### src/rtl/mux_2to1_flit.sv
// Two-input flit multiplexer with a registered output stage.
// Port choice comes from sel[1:0]; invalid or unselected cycles hold data.
module mux_2to1_flit #(
  parameter int DATAW_P1 = 66,
  parameter int VCHW_P1  = 2,
  parameter int PORT_P1  = 5
) (
  input  logic                clk,
  input  logic                rst,
  input  logic [DATAW_P1-1:0] idata_0,
  input  logic                ivalid_0,
  input  logic [VCHW_P1-1:0]  ivch_0,
  input  logic [DATAW_P1-1:0] idata_1,
  input  logic                ivalid_1,
  input  logic [VCHW_P1-1:0]  ivch_1,
  input  logic [PORT_P1-1:0]  sel,
  output logic [DATAW_P1-1:0] odata,
  output logic                ovalid,
  output logic [VCHW_P1-1:0]  ovch
);

  logic                fwd_valid;
  logic [DATAW_P1-1:0] fwd_data;
  logic [VCHW_P1-1:0]  fwd_vch;
  logic                pick_0;
  logic                pick_1;

  // Upper select bits belong to other ports of the router and are ignored.
  assign pick_0 = (sel[1:0] == 2'b01);
  assign pick_1 = (sel[1:0] == 2'b10);

  always_comb begin
    fwd_valid = 1'b0;
    fwd_data  = idata_0;
    fwd_vch   = ivch_0;
    unique case (1'b1)
      pick_0: begin
        fwd_valid = ivalid_0;
        fwd_data  = idata_0;
        fwd_vch   = ivch_0;
      end
      pick_1: begin
        fwd_valid = ivalid_1;
        fwd_data  = idata_1;
        fwd_vch   = ivch_1;
      end
      default: begin
        fwd_valid = 1'b0;
      end
    endcase
  end

  // Data and vch only load on a valid flit so the bus stays quiet when idle.
  always_ff @(posedge clk) begin
    if (rst) begin
      odata  <= '0;
      ovalid <= 1'b0;
      ovch   <= '0;
    end else begin
      ovalid <= fwd_valid;
      if (fwd_valid) begin
        odata <= fwd_data;
        ovch  <= fwd_vch;
      end
    end
  end

endmodule

### config.mk
export PLATFORM = sky130hd
export DESIGN_NAME = mux_2to1_flit
export DESIGN_NICKNAME = d
export VERILOG_FILES = /design/src/rtl/mux_2to1_flit.sv
export SDC_FILE = /design/constraint.sdc
export NUM_CORES = 1
export LEC_CHECK = 0
export ABC_AREA = 1
export CORE_MARGIN = 4
export CORE_UTILIZATION = 35
export DETAILED_ROUTE_END_ITERATION = 10
export PLACE_DENSITY = 0.85
export SYNTH_ARGS = -nofsm -noshare
export SYNTH_HDL_FRONTEND = slang
export SYNTH_SLANG_ARGS = --single-unit
### constraint.sdc
create_clock -name clk -period 1.6 [get_ports clk]
set_clock_uncertainty 0.05 [all_clocks]
set_input_delay 0.48 -clock clk [delete_from_list [all_inputs] [get_ports clk]]
set_output_delay 0.48 -clock clk [all_outputs]
set_load 0.05 [all_outputs]
======== Word level (Yosys, flattened, before mapping) ========
Cells that the tools add are included.
operators by class
  equality and inequality tests ........... 2
  multiplexer cells ....................... 3
operators with widths
  operator                                       number
  two-way mux 66 bit                             1
  == test 2 x 1 -> 1 bit, second input constant  1
  == test 2 bit, second input constant           1
  two-way mux 2 bit                              1
  one-hot mux 1 bit (2 select lines)             1
storage, ports and cells
  register bits after elaboration ......... 69
  input bits .............................. 145
  output and inout bits ................... 69
  word-level logic and storage cells ...... 8

======== Logic depth before layout (Yosys ltp) ========
Gate-level depths: netlist of the first run.
  word-level depth ........................ 2
  mapped depth ............................ 11
  depth with buffers taken out ............ 8

======== Worst setup path before layout of the first run ========
Ideal clock, no wire load.
  kind .................................... input-to-reg
  start point ............................. input port sel[0]
  end point ............................... register odata[31]
  setup time .............................. 0.113 ns
  arrival ................................. 1.397 ns
  required time ........................... 1.437 ns
  setup slack ............................. 0.040 ns
  stages on the path ...................... 10
  buffers on the path ..................... 3
  path through ............................ inv_1 ha_1 buf_6 nand2_1 nand2_1 nand2_2 buf_4 buf_2 nor2_1 nor2_1
on the way
  word-level cells in the longest chain between the ends .. 2
  elaborated cells on any way between the ends .. 4
  those cells by class .................... eq/ne: 2; mux: 2
ends and longest elaborated chain
  what                                                                      RTL line  RTL
  start: declaration                                                        16        input logic [PORT_P1-1:0] sel,
  == test 2 bit or == test 2 x 1 -> 1 bit (tied branches)                   30, 29
  one-hot mux 1 bit (2 select lines) or two-way mux 66 bit (tied branches)  36        unique case (1'b1)
  end signal: assignment                                                    62        odata <= fwd_data;
  end: declaration                                                          17        output logic [DATAW_P1-1:0] odata,
Parallel ways exist; a longest one is shown, timed or not.
A chain may end at the register's enable or synchronous reset.

======== Worst setup path in the final report of the first run ========
  start point ............................. input port ivalid_1
  end point ............................... register odata[58]
on the way
  word-level cells in the longest chain between the ends .. 1
ends and longest elaborated chain
  what                                RTL line  RTL
  start: declaration                  14        input logic ivalid_1,
  one-hot mux 1 bit (2 select lines)  36
No other way between the ends.

==> results of run 1 <==
-- Yosys cell counts --
cell      count
buf_2        10
dfxtp_1      69
nand2_2       1
inv_1       139
inv_2         1
buf_6         9
clkbuf_1     12
nand2_1     207
ha_1          2
nor2_1      137
o21ai_0      68
buf_4         6
-- kinds of logic (layout without fill, tap and decap cells) --
group	after synthesis	after routing	share of synthesized area (%)
AO/OA/AOI/OAI	68	68	8.93
AND/OR/NAND/NOR	345	345	34.0
flip-flops	69	69	36.2
buffers and inverters	177	390	20.1
adder cells (fa/ha/maj)	2	2	0.656
-- critical path: stages --
cell	delay (ns)
clkdlybuf4s50_1	0.46
nand2_1	0.07
nand2_2	0.09
nand2_4	0.08
buf_6	0.13
buf_12	0.14
clkbuf_16	0.15
nor2_1	0.08
nor2_1	0.05
-- cell type report --
cell class	count	area, um2	share of cell area, %
Tap cell	136	170	2.37
Multi-Input combinational cell	415	1710	23.9
Timing Repair Buffer	235	3220	45.0
Clock inverter	4	26.3	0.367
Sequential cell	69	1380	19.3
Inverter	140	526	7.33
Clock buffer	11	131	1.83
-- power by group --
group          switching, mW  internal [mW]
combinational          0.902           1.00
clock                  0.632          0.553
sequential             0.120           1.84
-- routing by layer --
layer,vias to the layer above,global-route usage (%),routed length [um]
met4,0,3.93,89
li1,2304,-,-
met2,120,33.1,5960
met1,1812,19.3,4500
met5,-,0,0
met3,8,6.47,1030
-- through the flow --
stage / util (%) / setup TNS (ns) / hold slack, ns / setup slack [ns] / std cells
2_1_floorplan: - / 0 / 0.502 / 0.0405 / 661
3_3_place_gp: 64.1 / -31.62 / 0.483 / -0.501 / 982
3_5_place_dp: 64.1 / -34.31 / 0.486 / -0.566 / 982
4_1_cts: 68.1 / 0 / 0.498 / 0.00560 / 1009
5_1_grt: 68.5 / -0.0272 / 0.521 / -0.0118 / 1010
6_report: 68.5 / 0 / 0.500 / 0.0396 / 1010
-- registers in the layout (all words and copies together) (netlist names) --
name	cells
odata	66
ovalid	1
ovch	2
-- repair_timing --
| item | 4_1_cts | 5_1_grt |
|---|---|---|
| buffers inserted | 7 | 1 |
| cloned | 5 | 2 |
| endpoints found under the setup margin | 69 | 63 |
| pin swaps | 3 | 7 |
| resized for setup | 26 | 8 |
-- worst max-delay path by stage --
stage	end	slack [ns]	depth (start not counted)
detailed placement	odata[57]	-0.57	6
CTS	odata[49]	0.006	11
global placement	odata[56]	-0.50	6
global route	odata[60]	-0.01	9
floorplan	odata[31]	0.04	10
finish	odata[58]	0.04	9
==> run metrics, run 1 <==
result of the run complete, no violations; number of levels in the clock H-tree 3; Post-Syn Area 3810 um2; transition at the pin with the smallest max-transition slack 0.365 ns; estimated wirelength of the detail-placed design 8530 um; number of port buffers between 200 and 250; cell type with the highest aggregate area in the netlist dfxtp_1; Arrival @ worst endpoint 1.73 ns; total via count after detailed routing 4244; clock tree from TritonCTS yes; DIE WIDTH 112 um; most used cells in the layout excluding fill and tap cells nand2_1, clkdlybuf4s50_1, inv_1, nor2_1, buf_12; worst min path class reg2reg; critical path start-end classification in2reg; post-layout min period 1.56 ns; per-cell via count in the routed design around 4.2; MaxCap Viol Count 0; clock-pin slew on the worst setup and hold paths 0.07 ns; count of unique library cells instantiated by Yosys 12; die height 112 um; launch instance of the worst min-delay path odata[40]; diode count 0; wire length of the first global-routing pass 18600 um; required time reported for the critical path endpoint 1.77 ns; cells taking the most area after synthesis dfxtp_1, nand2_1, inv_1; antenna violations before repair 0; Power, Total 5.05 mW; number of iterations in the first detailed-routing pass 6; Final Max Tran Viols 0; reg-to-reg slack, setup 0.84 ns; maximum number of pins on one net before global-route repair 68; vias in the first global route 3932; largest fanout on the critical path 5; cell area after layout 7170 um2; hold buffers post-CTS 0; worst ir drop on vdd ~0.00041 V; mean routed wirelength per cell 11.5 um; cell chosen for the clock root clkbuf_8; area share of the leading cell type in the synthesized netlist 36.2%; leakage power figure 3.57 nW; count of nets left with antenna violations after detail routing 0; CTS max path bufs 2; number of endpoints failing setup at the final stage 0; launching element type of the critical path primary input; CTS sink cnt ~70; power per unit of standard cell area 704 nW/um2; die area 12600 um2; Worst Hold Path Cells 4; share of the yosys chip area belonging to registers 36.2%; average size of a mapped cell 5.77 um2; share of layout cells above drive strength 1 14.2%; register bit total from synthesis 69; overall global routing resource usage 17.8%; origin of the worst setup path ivalid_1; start of the worst register-to-register path odata[0]; effective utilization at floorplan 36.4%; period utilization between 90% and 100%; GP Congestion 0.748; kind of capture point of the worst setup path flop; Max Clk Rate roughly 640 MHz; Final Net Count about 1000; GRT overflow 0; commonest non-fill, non-tap cell in the layout nand2_1; cell area reported after detailed placement 6700 um2; Fill cells between 800 and 900; depth of the worst register-to-register path 4; endpoint of the worst-slack reg-to-reg timing path odata[0]; area of the core region ~10000 um2; slew margin rel. 75.7%; number of placed I/O pins 214; final hold violations 0; synthesis-to-layout area growth 88.0%; synthesis warning total 0; Inserted Clock Buffers 9; wirelength, routed 11600 um; unrepaired setup endpoints after global routing yes; Hold Crit Endpoint odata[40]; clock network latency to the later pin of the worst-skew pair 0.32 ns; DR DRC count 0; number of nets in the synthesized netlist 808; cell count after synthesis about 660; initial detailed-routing violation count 115; number of core rows 37
No activity file was read; power rests on OpenSTA's default activity.
==> inputs of run 2 (changes only) <==
Settings changed: CAP_MARGIN set to 20.
==> results of run 2 <==
Final layout, timing and power as in run 1 (identical DEF).
